--- src/rtl/vga_timing_pkg.sv ---
// Shared 800x600@60 raster timing constants, coordinate type and small decode helpers
// for the VGA timing generator and its overlay consumers.
package vga_timing_pkg;

    localparam int VGA_H_ACTIVE = 800;
    localparam int VGA_H_FP     = 40;
    localparam int VGA_H_SYNC   = 128;
    localparam int VGA_H_BP     = 88;
    localparam int VGA_V_ACTIVE = 600;
    localparam int VGA_V_FP     = 1;
    localparam int VGA_V_SYNC   = 4;
    localparam int VGA_V_BP     = 23;
    localparam int VGA_SYNC_POS = 1;
    localparam int COORD_W      = 12;

    typedef logic [COORD_W-1:0] coord_t;

    typedef struct packed {
        logic hs;
        logic vs;
        logic de;
    } sync_bits_t;

    // Half-open window test lo <= v < hi.
    function automatic logic in_window(coord_t v, coord_t lo, coord_t hi);
        return (v >= lo) && (v < hi);
    endfunction

endpackage

--- src/rtl/vga_timing_if.sv ---
// Raster coordinate bus from the timing generator to the overlay renderers.
interface vga_timing_if;
    import vga_timing_pkg::*;

    coord_t x;
    coord_t y;
    logic   active;
    logic   pix_tick;
    logic   frame_start;
    logic   line_end;

    modport master (output x, y, active, pix_tick, frame_start, line_end);
    modport slave  (input  x, y, active, pix_tick, frame_start, line_end);
endinterface

--- src/rtl/vga_timing_sync_delay_line.sv ---
// Synchronous-reset shift register; DEPTH = 0 degenerates to a wire.
module sync_delay_line #(
    parameter int WIDTH = 3,
    parameter int DEPTH = 1
) (
    input  logic             clk,
    input  logic             rst,
    input  logic [WIDTH-1:0] d,
    output logic [WIDTH-1:0] q
);
    if (DEPTH == 0) begin : g_bypass
        logic unused_s;
        assign unused_s = &{1'b0, clk, rst};
        assign q = d;
    end else begin : g_chain
        logic [WIDTH-1:0] stage_r [DEPTH];

        // Shift one stage per clk; reset clears every stage.
        always_ff @(posedge clk) begin
            if (rst) begin
                for (int i = 0; i < DEPTH; i++) begin
                    stage_r[i] <= {WIDTH{1'b0}};
                end
            end else begin
                stage_r[0] <= d;
                for (int i = 1; i < DEPTH; i++) begin
                    stage_r[i] <= stage_r[i-1];
                end
            end
        end

        assign q = stage_r[DEPTH-1];
    end
endmodule

--- src/rtl/vga_timing.sv ---
// VGA raster timing generator: pixel divider, x/y counters, sync/active decodes and a
// delayed pin-level sync/data-enable path aligned with the registered overlay pixels.
module vga_timing
    import vga_timing_pkg::*;
#(
    parameter int H_ACTIVE   = VGA_H_ACTIVE,
    parameter int H_FP       = VGA_H_FP,
    parameter int H_SYNC     = VGA_H_SYNC,
    parameter int H_BP       = VGA_H_BP,
    parameter int V_ACTIVE   = VGA_V_ACTIVE,
    parameter int V_FP       = VGA_V_FP,
    parameter int V_SYNC     = VGA_V_SYNC,
    parameter int V_BP       = VGA_V_BP,
    parameter int SYNC_POS   = VGA_SYNC_POS,
    parameter int CLK_DIV    = 1,
    parameter int SYNC_DELAY = 1
) (
    input  logic         clk,
    input  logic         rst,
    vga_timing_if.master raster,
    output logic         hsync_o,
    output logic         vsync_o,
    output logic         de_o
);
    localparam int H_TOTAL = H_ACTIVE + H_FP + H_SYNC + H_BP;
    localparam int V_TOTAL = V_ACTIVE + V_FP + V_SYNC + V_BP;

    if ((H_TOTAL - 1) > ((1 << COORD_W) - 1) || (V_TOTAL - 1) > ((1 << COORD_W) - 1)) begin : g_width_err
        $error("vga_timing: totals do not fit the coordinate width");
    end
    if (CLK_DIV < 1 || CLK_DIV > 16 || SYNC_DELAY < 0 || SYNC_DELAY > 7) begin : g_param_err
        $error("vga_timing: CLK_DIV or SYNC_DELAY out of range");
    end

    localparam coord_t     H_VIS    = coord_t'(H_ACTIVE);
    localparam coord_t     V_VIS    = coord_t'(V_ACTIVE);
    localparam coord_t     HS_START = coord_t'(H_ACTIVE + H_FP);
    localparam coord_t     HS_END   = coord_t'(H_ACTIVE + H_FP + H_SYNC);
    localparam coord_t     VS_START = coord_t'(V_ACTIVE + V_FP);
    localparam coord_t     VS_END   = coord_t'(V_ACTIVE + V_FP + V_SYNC);
    localparam coord_t     H_LAST   = coord_t'(H_TOTAL - 1);
    localparam coord_t     V_LAST   = coord_t'(V_TOTAL - 1);
    localparam logic [3:0] DIV_LAST = 4'(CLK_DIV - 1);

    logic [3:0] div_r;
    coord_t     x_r;
    coord_t     y_r;
    logic       fs_r;
    logic       tick_s;
    logic       x_wrap_s;
    logic       y_wrap_s;
    sync_bits_t raw_s;
    sync_bits_t dly_s;

    assign x_wrap_s = (x_r == H_LAST);
    assign y_wrap_s = (y_r == V_LAST);

    // Pixel divider and raster counters; x/y move only on the pixel tick.
    always_ff @(posedge clk) begin
        if (rst) begin
            div_r <= 4'd0;
            x_r   <= 12'd0;
            y_r   <= 12'd0;
        end else begin
            if (tick_s) begin
                div_r <= 4'd0;
                if (x_wrap_s) begin
                    x_r <= 12'd0;
                    if (y_wrap_s) begin
                        y_r <= 12'd0;
                    end else begin
                        y_r <= y_r + 12'd1;
                    end
                end else begin
                    x_r <= x_r + 12'd1;
                end
            end else begin
                div_r <= div_r + 4'd1;
            end
        end
    end

    // Held set through reset so the first clk after release reports the frame start;
    // otherwise set only by the tick that wraps to (0,0), so it lasts one clk.
    always_ff @(posedge clk) begin
        if (rst) begin
            fs_r <= 1'b1;
        end else begin
            fs_r <= tick_s & x_wrap_s & y_wrap_s;
        end
    end

    // Decodes from the counter registers, all forced low during reset.
    always_comb begin
        tick_s = 1'b0;
        raw_s  = '{hs: 1'b0, vs: 1'b0, de: 1'b0};
        if (rst) begin
            tick_s = 1'b0;
        end else begin
            tick_s   = (div_r == DIV_LAST);
            raw_s.de = (x_r < H_VIS) && (y_r < V_VIS);
            raw_s.hs = in_window(x_r, HS_START, HS_END);
            raw_s.vs = in_window(y_r, VS_START, VS_END);
        end
    end

    sync_delay_line #(
        .WIDTH(3),
        .DEPTH(SYNC_DELAY)
    ) u_sync_delay (
        .clk(clk),
        .rst(rst),
        .d  (raw_s),
        .q  (dly_s)
    );

    assign raster.x           = x_r;
    assign raster.y           = y_r;
    assign raster.active      = raw_s.de;
    assign raster.pix_tick    = tick_s;
    assign raster.frame_start = fs_r & ~rst;
    assign raster.line_end    = tick_s & x_wrap_s;

    assign hsync_o = (SYNC_POS != 0) ? dly_s.hs : ~dly_s.hs;
    assign vsync_o = (SYNC_POS != 0) ? dly_s.vs : ~dly_s.vs;
    assign de_o    = dly_s.de;
endmodule

--- src/flat_wrapper.sv ---
// flat-port wrapper written by rule: the top's interface ports become plain ports
module vga_timing_flat import vga_timing_pkg::*;
#(
    parameter int H_ACTIVE   = VGA_H_ACTIVE,
    parameter int H_FP       = VGA_H_FP,
    parameter int H_SYNC     = VGA_H_SYNC,
    parameter int H_BP       = VGA_H_BP,
    parameter int V_ACTIVE   = VGA_V_ACTIVE,
    parameter int V_FP       = VGA_V_FP,
    parameter int V_SYNC     = VGA_V_SYNC,
    parameter int V_BP       = VGA_V_BP,
    parameter int SYNC_POS   = VGA_SYNC_POS,
    parameter int CLK_DIV    = 1,
    parameter int SYNC_DELAY = 1
)
  (clk, rst, hsync_o, vsync_o, de_o, raster_x, raster_y, raster_active, raster_pix_tick, raster_frame_start, raster_line_end);
  vga_timing_if raster_i ();
  input  logic clk;
  input  logic rst;
  output logic hsync_o;
  output logic vsync_o;
  output logic de_o;
  output wire logic [$bits(raster_i.x)-1:0] raster_x;
  output wire logic [$bits(raster_i.y)-1:0] raster_y;
  output wire logic [$bits(raster_i.active)-1:0] raster_active;
  output wire logic [$bits(raster_i.pix_tick)-1:0] raster_pix_tick;
  output wire logic [$bits(raster_i.frame_start)-1:0] raster_frame_start;
  output wire logic [$bits(raster_i.line_end)-1:0] raster_line_end;
  assign raster_x = raster_i.x;
  assign raster_y = raster_i.y;
  assign raster_active = raster_i.active;
  assign raster_pix_tick = raster_i.pix_tick;
  assign raster_frame_start = raster_i.frame_start;
  assign raster_line_end = raster_i.line_end;
  vga_timing #(.H_ACTIVE(H_ACTIVE), .H_FP(H_FP), .H_SYNC(H_SYNC), .H_BP(H_BP), .V_ACTIVE(V_ACTIVE), .V_FP(V_FP), .V_SYNC(V_SYNC), .V_BP(V_BP), .SYNC_POS(SYNC_POS), .CLK_DIV(CLK_DIV), .SYNC_DELAY(SYNC_DELAY)) u_core (.clk(clk), .rst(rst), .raster(raster_i), .hsync_o(hsync_o), .vsync_o(vsync_o), .de_o(de_o));
endmodule
--- config.mk ---
export PLATFORM = sky130hd
export DESIGN_NAME = vga_timing_flat
export DESIGN_NICKNAME = d
export VERILOG_FILES = /design/src/rtl/vga_timing_pkg.sv /design/src/rtl/vga_timing_if.sv /design/src/rtl/vga_timing_sync_delay_line.sv /design/src/rtl/vga_timing.sv /design/src/flat_wrapper.sv
export SDC_FILE = /design/constraint.sdc
export NUM_CORES = 1
export LEC_CHECK = 0
export BUFFER_PORTS_ARGS = -buffer_cell sky130_fd_sc_hd__buf_2
export CORE_MARGIN = 3
export CORE_UTILIZATION = 54
export DETAILED_ROUTE_END_ITERATION = 7
export GPL_ROUTABILITY_DRIVEN = 0
export PLACE_DENSITY_LB_ADDON = 0.2
export SYNTH_ARGS = -nofsm -noshare
export SYNTH_HDL_FRONTEND = slang
export SYNTH_SLANG_ARGS = --single-unit
--- constraint.sdc ---
create_clock -name clk -period 2.5 [get_ports clk]
set_input_delay 0.125 -clock clk [delete_from_list [all_inputs] [get_ports clk]]
set_output_delay 0.125 -clock clk [all_outputs]
set_load 0.02 [all_outputs]
==> impl_metrics.xml, run 1 <==
<?xml version="1.0" encoding="UTF-8"?>
<metrics>
  <group name="sta">
    <metric name="rsz0062_at_grt" unit="">false</metric>
    <metric name="finalClockSkew" unit="ns">0.00656</metric>
    <metric name="worst_pin_slew" unit="ns">0.546</metric>
    <metric name="relSlewSlack" unit="">0.635</metric>
    <metric name="setup_violations" unit="">0</metric>
    <metric name="report.final.hold_viol_count" unit="">0</metric>
    <metric name="min_period_over_period" unit="">0.869</metric>
    <metric name="setup_tns" unit="ns">0</metric>
    <metric name="layout_min_cycle_time" unit="ns">2.17</metric>
    <metric name="report.final.slew_viol_count" unit="">0</metric>
    <metric name="fmax" unit="GHz">0.460</metric>
  </group>
  <group name="floorplan">
    <metric name="num_io_pins" unit="">33</metric>
    <metric name="floorplan.core_area" unit="mm^2">0.00285</metric>
    <metric name="initial_utilization" unit="">0.582</metric>
    <metric name="die_x" unit="um">61.5</metric>
    <metric name="dieHeight" unit="um">61.5</metric>
    <metric name="placement_rows" unit="">19</metric>
    <metric name="dieArea" unit="mm^2">0.00378</metric>
  </group>
  <group name="cts">
    <metric name="clockBufferDepth" unit="">2</metric>
    <metric name="htree_num_levels" unit="">2</metric>
    <metric name="number_of_clock_sinks" unit="">32</metric>
    <metric name="holdBufCountCts" unit="">0</metric>
    <metric name="worst_setup_hold_path_clk_slew" unit="ns">0.09</metric>
    <metric name="cts_inserted_buffers" unit="">5</metric>
    <metric name="clock_insertion_delay_worst_skew" unit="ns">0.33</metric>
    <metric name="tritoncts" unit="">done</metric>
    <metric name="cts_post_setup_buffers_inserted" unit="">0</metric>
    <metric name="post_cts_resize_count" unit="">0</metric>
    <metric name="clk_root_buffer_cell" unit="">sky130_fd_sc_hd__clkbuf_4</metric>
  </group>
  <group name="global_route">
    <metric name="grt_antenna_before_repair" unit="">0</metric>
    <metric name="grt_max_degree" unit="">21</metric>
    <metric name="gr-usage-all-layers" unit="">0.218</metric>
    <metric name="aggregate_global_routing_overflow" unit="">0</metric>
    <metric name="grt_pass1_vias" unit="">1317</metric>
    <metric name="grt_first_pass_wirelength" unit="um">5980</metric>
  </group>
  <group name="worst_setup_path">
    <metric name="timing.critical_path.depth" unit="">7</metric>
    <metric name="timing.critical_path.max_delay_family" unit="">simple AND/OR/NAND/NOR gates</metric>
    <metric name="r2r_cells" unit="">8</metric>
    <metric name="maximum_cell_stage_delay_along_the_critical_path" unit="ns">0.52</metric>
    <metric name="setup.worst_path.class" unit="">reg2out</metric>
    <metric name="slowest_cell_on_the_critical_path" unit="">sky130_fd_sc_hd__or4b_4</metric>
    <metric name="crit_chain" unit="">inv_1, ha_1, or4b_4, clkinv_4, nand4_4, clkinv_4, buf_2</metric>
    <metric name="critical_path.most_common_cell" unit="">sky130_fd_sc_hd__clkinv_4</metric>
    <metric name="critPathBufInv" unit="">4</metric>
    <metric name="critPathMaxFanout" unit="">11</metric>
    <metric name="end_kind" unit="">output port</metric>
    <metric name="worst_setup_path_start_kind" unit="">flop</metric>
    <metric name="worst_ep_arrival_time" unit="ns">2.05</metric>
    <metric name="crit_required" unit="ns">2.38</metric>
  </group>
  <group name="yosys">
    <metric name="synth-seq-cells" unit="">32</metric>
    <metric name="syn_area_per_cell" unit="um^2">8.98</metric>
    <metric name="syn-num-nets" unit="">193</metric>
    <metric name="post_synth_instance_area" unit="mm^2">0.00166</metric>
    <metric name="synth-main-ff-cell" unit="">sky130_fd_sc_hd__dfxtp_1</metric>
    <metric name="ys_seq_area_frac" unit="">0.386</metric>
    <metric name="gate_count_after_technology_mapping" unit="">185</metric>
    <metric name="synth_edf_count" unit="">0</metric>
    <metric name="synth.distinct_cells" unit="">48</metric>
    <metric name="ys.warnings.count" unit="">0</metric>
    <metric name="ys_async_sr_fraction" unit="">0</metric>
  </group>
  <group name="placement">
    <metric name="numPortBuffers" unit="">32</metric>
    <metric name="dpl.hpwl" unit="um">2660</metric>
    <metric name="place_inst" unit="">238</metric>
    <metric name="placed_cell_area" unit="mm^2">0.00181</metric>
  </group>
  <group name="run">
    <metric name="timing.max_cap.violations" unit="">0</metric>
  </group>
  <group name="finish">
    <metric name="register_area" unit="um^2">641</metric>
    <metric name="area_growth_syn_to_layout" unit="%">11.4</metric>
    <metric name="multiInputGateArea" unit="um^2">922</metric>
    <metric name="layout.core_utilization" unit="">0.649</metric>
    <metric name="design.final.nets" unit="">222</metric>
    <metric name="antenna_cells" unit="">0</metric>
    <metric name="layout.filler_cells" unit="">267</metric>
    <metric name="layout.cell_area.non_filler" unit="mm^2">0.00185</metric>
    <metric name="drive_above_1_share" unit="">0.229</metric>
    <metric name="number_of_cells_in_the_finished_layout_apart_from_fillers" unit="">245</metric>
  </group>
  <group name="route">
    <metric name="wl_per_cell" unit="um">14.5</metric>
    <metric name="drt_wl_total" unit="um">3550</metric>
    <metric name="drt-initial-drc-count" unit="">132</metric>
    <metric name="drt_drc_violations_left" unit="">0</metric>
    <metric name="viasPerCell" unit="">6.04</metric>
    <metric name="detailedRoute.firstPassIterationCount" unit="">4</metric>
    <metric name="vias" unit="">1479</metric>
    <metric name="ant_nets" unit="">0</metric>
  </group>
  <group name="run_status">
    <metric name="run_status" unit="">completed</metric>
  </group>
  <group name="min_path">
    <metric name="path_type_of_the_worst_min_delay_path" unit="">in2reg</metric>
    <metric name="worstHoldPathCells" unit="">2</metric>
  </group>
  <group name="pwr">
    <metric name="power_density" unit="mW/mm^2">453</metric>
    <metric name="power.leakage" unit="nW">0.741</metric>
    <metric name="max-vdd-ir-drop" unit="mV">0.371</metric>
  </group>
</metrics>
power breakdown:
group | total [mW] | switching (mW) | internal [mW]
Sequential | 0.521 | 0.00602 | 0.515
Combinational | 0.0472 | 0.0307 | 0.0165
Clock | 0.270 | 0.167 | 0.103
cell usage in the layout (no fill, tap or decap), types with 2 or more instances in the layout:
master,count
sky130_fd_sc_hd__ha_1,6
sky130_fd_sc_hd__a31oi_1,4
sky130_fd_sc_hd__nand4_1,11
sky130_fd_sc_hd__and4_1,4
sky130_fd_sc_hd__a21oi_1,8
sky130_fd_sc_hd__o32ai_2,2
sky130_fd_sc_hd__buf_2,32
sky130_fd_sc_hd__nor3_2,2
sky130_fd_sc_hd__nor2_1,12
sky130_fd_sc_hd__nand3_1,10
sky130_fd_sc_hd__nor3_1,7
sky130_fd_sc_hd__inv_1,7
sky130_fd_sc_hd__xnor2_1,4
sky130_fd_sc_hd__clkbuf_4,5
sky130_fd_sc_hd__and3_1,2
sky130_fd_sc_hd__nand2_1,15
sky130_fd_sc_hd__nor4bb_1,2
sky130_fd_sc_hd__mux2i_1,2
sky130_fd_sc_hd__nor4_1,2
sky130_fd_sc_hd__o21ai_0,2
sky130_fd_sc_hd__o21ai_1,2
sky130_fd_sc_hd__and2_1,2
sky130_fd_sc_hd__or3_1,2
sky130_fd_sc_hd__clkinv_4,2
sky130_fd_sc_hd__nand2b_1,5
sky130_fd_sc_hd__xor2_1,8
sky130_fd_sc_hd__o22ai_1,2
sky130_fd_sc_hd__dfxtp_1,32
cell type report:
type,instances,share of cell area
clock buffers,6,0.0223
multi-input cells,134,0.498
inverters,9,0.0236
clock inverters,1,0.00270
repair buffers,32,0.0865
well taps,31,0.0209
flip-flops and latches,32,0.346
final timing paths:
path,endpoint,from,slack [ns]
worst min register to register,u_core.div_r[0],u_core.div_r[0],0.52
worst max-delay path,raster_line_end,u_core.div_r[0],0.33
worst min-delay path,u_core.div_r[3],rst,0.17
worst max register to register,u_core.raster.y[7],u_core.div_r[0],0.49
cells by family (layout without fill, tap and decap cells):
| logic type | after synthesis | count (layout) | share of synthesized area |
|---|---|---|---|
| simple gates | 84 | 84 | 0.300 |
| flops | 32 | 32 | 0.386 |
| compound gates | 30 | 30 | 0.135 |
| buf+inv | 19 | 48 | 0.0595 |
| xor+xnor | 12 | 12 | 0.0633 |
| fa+ha+maj | 6 | 6 | 0.0452 |
| mux | 2 | 2 | 0.0120 |
flip-flops by register name (all words and copies together) (netlist names):
name and flops:
u_core.raster.x 12, u_core.raster.y 12, u_core.div_r 4, u_core.u_sync_delay.g_chain.stage_r 3
u_core.fs_r 1
cells in the mapped netlist (4+ instances only):
cell type	count	share of area
sky130_fd_sc_hd__a21oi_1	8	0.024
sky130_fd_sc_hd__a31oi_1	4	0.015
sky130_fd_sc_hd__and4_1	4	0.021
sky130_fd_sc_hd__clkbuf_1	6	0.014
sky130_fd_sc_hd__dfxtp_1	32	0.39
sky130_fd_sc_hd__ha_1	6	0.045
sky130_fd_sc_hd__inv_1	7	0.016
sky130_fd_sc_hd__nand2_1	15	0.034
sky130_fd_sc_hd__nand2b_1	5	0.019
sky130_fd_sc_hd__nand3_1	10	0.030
sky130_fd_sc_hd__nand4_1	11	0.041
sky130_fd_sc_hd__nor2_1	12	0.027
sky130_fd_sc_hd__nor3_1	7	0.021
sky130_fd_sc_hd__xnor2_1	4	0.021
sky130_fd_sc_hd__xor2_1	8	0.042
stage by stage:
step | hold slack, ns | power [mW] | setup slack (ns)
after detailed placement | 0.494 | 0.581 | 0.499
after global routing | 0.185 | 0.879 | 0.189
final | 0.169 | 0.839 | 0.327
after CTS | 0.157 | 0.849 | 0.306
after floorplan | 0.457 | 0.568 | 0.574
after global placement | 0.467 | 0.580 | 0.572
routing by layer:
metal  wire [um]  track usage  vias to the layer above
met5           0            0                        -
met4          88       0.0970                        0
met3         216       0.0755                        9
met2        1750        0.358                       44
met1        1500        0.256                      688
li1            -            -                      738
Note: power is estimated with default switching activity, not from simulation.
==> inputs of run 2 (changes only) <==
==> constraint.sdc (replaced) <==
create_clock -name clk -period 2.5 [get_ports clk]
set_input_delay 0.625 -clock clk [delete_from_list [all_inputs] [get_ports clk]]
set_output_delay 0.625 -clock clk [all_outputs]
set_load 0.02 [all_outputs]
==> run 2 against run 1 <==
Net effect:
- setup slack worse by 0.24 ns
- first-iteration DRC count is 66% higher
- hold slack improved by 0.28 ns
- wire length increased by 9.9%
- fmax fell by 10%
- core utilization grew 2.9 points
- via count increased by 4.6%
- critical endpoint unchanged
- largest power group unchanged
==> impl_metrics.xml, run 2 (synthesized netlist as in run 1, its figures left out) <==
<?xml version="1.0" encoding="UTF-8"?>
<metrics>
  <group name="run_status">
    <metric name="run_status" unit="">completed</metric>
  </group>
  <group name="sta">
    <metric name="finalClockSkew" unit="ns">0.00755</metric>
    <metric name="report.final.slew_viol_count" unit="">0</metric>
    <metric name="hold_slack" unit="ns">0.447</metric>
    <metric name="relSlewSlack" unit="">0.597</metric>
    <metric name="setup_violations" unit="">0</metric>
    <metric name="rsz0062_at_grt" unit="">true</metric>
    <metric name="report.final.hold_viol_count" unit="">0</metric>
    <metric name="fmax" unit="GHz">0.414</metric>
    <metric name="min_period_over_period" unit="">0.966</metric>
    <metric name="setup_tns" unit="ns">0</metric>
    <metric name="worst_pin_slew" unit="ns">0.603</metric>
    <metric name="layout_min_cycle_time" unit="ns">2.41</metric>
  </group>
  <group name="worst_setup_path">
    <metric name="cp-startpoint" unit="">u_core.div_r[0]</metric>
    <metric name="critPathMaxFanout" unit="">4</metric>
    <metric name="end_kind" unit="">output port</metric>
    <metric name="crit_required" unit="ns">1.88</metric>
    <metric name="r2r-start" unit="">u_core.div_r[0]</metric>
    <metric name="setup.worst_path.class" unit="">reg2out</metric>
    <metric name="r2r_cells" unit="">9</metric>
    <metric name="worst_ep_arrival_time" unit="ns">1.79</metric>
    <metric name="worst_setup_path_start_kind" unit="">flop</metric>
  </group>
  <group name="min_path">
    <metric name="path_type_of_the_worst_min_delay_path" unit="">reg2reg</metric>
    <metric name="worstHoldPathCells" unit="">1</metric>
    <metric name="worst_hold_startpoint" unit="">u_core.div_r[0]</metric>
  </group>
  <group name="floorplan">
    <metric name="dieHeight" unit="um">61.5</metric>
    <metric name="num_io_pins" unit="">33</metric>
    <metric name="initial_utilization" unit="">0.582</metric>
    <metric name="floorplan.core_area" unit="mm^2">0.00285</metric>
    <metric name="placement_rows" unit="">19</metric>
    <metric name="die_x" unit="um">61.5</metric>
    <metric name="dieArea" unit="mm^2">0.00378</metric>
  </group>
  <group name="global_route">
    <metric name="grt_antenna_before_repair" unit="">0</metric>
    <metric name="aggregate_global_routing_overflow" unit="">0</metric>
    <metric name="gr-usage-all-layers" unit="">0.221</metric>
    <metric name="grt_first_pass_wirelength" unit="um">6050</metric>
    <metric name="grt_pass1_vias" unit="">1364</metric>
    <metric name="grt_max_degree" unit="">17</metric>
  </group>
  <group name="route">
    <metric name="drt_drc_violations_left" unit="">0</metric>
    <metric name="vias" unit="">1547</metric>
    <metric name="drt_wl_total" unit="um">3910</metric>
    <metric name="viasPerCell" unit="">6.11</metric>
    <metric name="drt-initial-drc-count" unit="">219</metric>
    <metric name="wl_per_cell" unit="um">15.4</metric>
    <metric name="detailedRoute.firstPassIterationCount" unit="">4</metric>
    <metric name="ant_nets" unit="">0</metric>
  </group>
  <group name="finish">
    <metric name="layout.cell_area.non_filler" unit="mm^2">0.00194</metric>
    <metric name="design.final.nets" unit="">229</metric>
    <metric name="mostFrequentLayoutCell" unit="">sky130_fd_sc_hd__buf_2</metric>
    <metric name="antenna_cells" unit="">0</metric>
    <metric name="drive_above_1_share" unit="">0.275</metric>
    <metric name="layout.core_utilization" unit="">0.679</metric>
    <metric name="layout.cells.most_common_list" unit="">sky130_fd_sc_hd__buf_2 (31), sky130_fd_sc_hd__dfxtp_1 (29), sky130_fd_sc_hd__nand2_1 (15)</metric>
    <metric name="area_growth_syn_to_layout" unit="%">16.5</metric>
  </group>
  <group name="cts">
    <metric name="cts_inserted_buffers" unit="">5</metric>
    <metric name="clockBufferDepth" unit="">2</metric>
    <metric name="tritoncts" unit="">done</metric>
    <metric name="number_of_clock_sinks" unit="">32</metric>
    <metric name="clock_insertion_delay_worst_skew" unit="ns">0.34</metric>
    <metric name="worst_setup_hold_path_clk_slew" unit="ns">0.09</metric>
    <metric name="clk_root_buffer_cell" unit="">sky130_fd_sc_hd__clkbuf_4</metric>
    <metric name="htree_num_levels" unit="">2</metric>
  </group>
  <group name="pwr">
    <metric name="swShare" unit="">0.240</metric>
    <metric name="power.share.combinational" unit="">0.061</metric>
    <metric name="power_density" unit="mW/mm^2">459</metric>
    <metric name="cellInternalPower" unit="mW">0.675</metric>
    <metric name="power.leakage" unit="nW">0.781</metric>
    <metric name="power.clock.fraction" unit="">0.351</metric>
    <metric name="sequentialPowerShare" unit="">0.588</metric>
    <metric name="max-vdd-ir-drop" unit="mV">0.342</metric>
    <metric name="switchingPower" unit="mW">0.213</metric>
  </group>
  <group name="placement">
    <metric name="placed_cell_area" unit="mm^2">0.00184</metric>
    <metric name="dpl.hpwl" unit="um">2740</metric>
    <metric name="numPortBuffers" unit="">32</metric>
  </group>
  <group name="run">
    <metric name="timing.max_cap.violations" unit="">0</metric>
  </group>
</metrics>
run 2: repair_timing:
item / CTS / global route
resized for setup: 1 / 6
endpoints found under the hold margin: 0 / 0
endpoints found under the setup margin: 2 / 2
hold buffers: 0 / 0
buffers inserted: 3 / 0
run 2: per-layer routing:
layer	vias to the layer above	share of wire	global-route usage
met5	-	0	0
met4	0	0.015	0.103
met3	9	0.070	0.0818
met2	66	0.51	0.356
met1	725	0.41	0.260
li1	747	-	-
run 2: cell type report:
class | count | area [um^2]
multi-input combinational | 134 | 931
fill | 234 | 917
sequential | 32 | 644
clock buffer | 8 | 58.8
tap | 31 | 38.8
timing repair buffer | 39 | 219
inverter | 9 | 43.8
run 2: critical path: stages, from the launching register on:
cell and delay (ns):
sky130_fd_sc_hd__dfxtp_2 0.35, sky130_fd_sc_hd__inv_1 0.06, sky130_fd_sc_hd__ha_2 0.18, sky130_fd_sc_hd__or4b_4 0.50, sky130_fd_sc_hd__clkinv_4 0.07, sky130_fd_sc_hd__nand4_4 0.11
sky130_fd_sc_hd__clkinv_4 0.09, sky130_fd_sc_hd__buf_6 0.11
run 2: through the flow:
| step | worst slack [ns] | total power, mW | cells |
|---|---|---|---|
| final | 0.0857 | 0.888 | 253 |
| after global routing | -0.00798 | 0.933 | 253 |
| after CTS | 0.00924 | 0.897 | 253 |
| after detailed placement | 0.111 | 0.583 | 242 |
| after global placement | 0.128 | 0.581 | 242 |
| after floorplan | 0.0765 | 0.568 | 185 |
run 2: final timing paths:
check / endpoint / slack, ns
worst max-delay path: raster_line_end / 0.09
worst min-delay path: u_core.div_r[0] / 0.45
worst max register to register: u_core.raster.y[9] / 0.32
worst min register to register: u_core.div_r[0] / 0.45
run 2: power groups by stage:
stage	clock, mW	sequential, mW	combinational, mW
2_1_floorplan	0	0.539	0.0288
5_1_grt	0.351	0.524	0.0588
3_3_place_gp	0	0.533	0.0483
4_1_cts	0.321	0.522	0.0539
6_report	0.312	0.522	0.0538
3_5_place_dp	0	0.534	0.0494
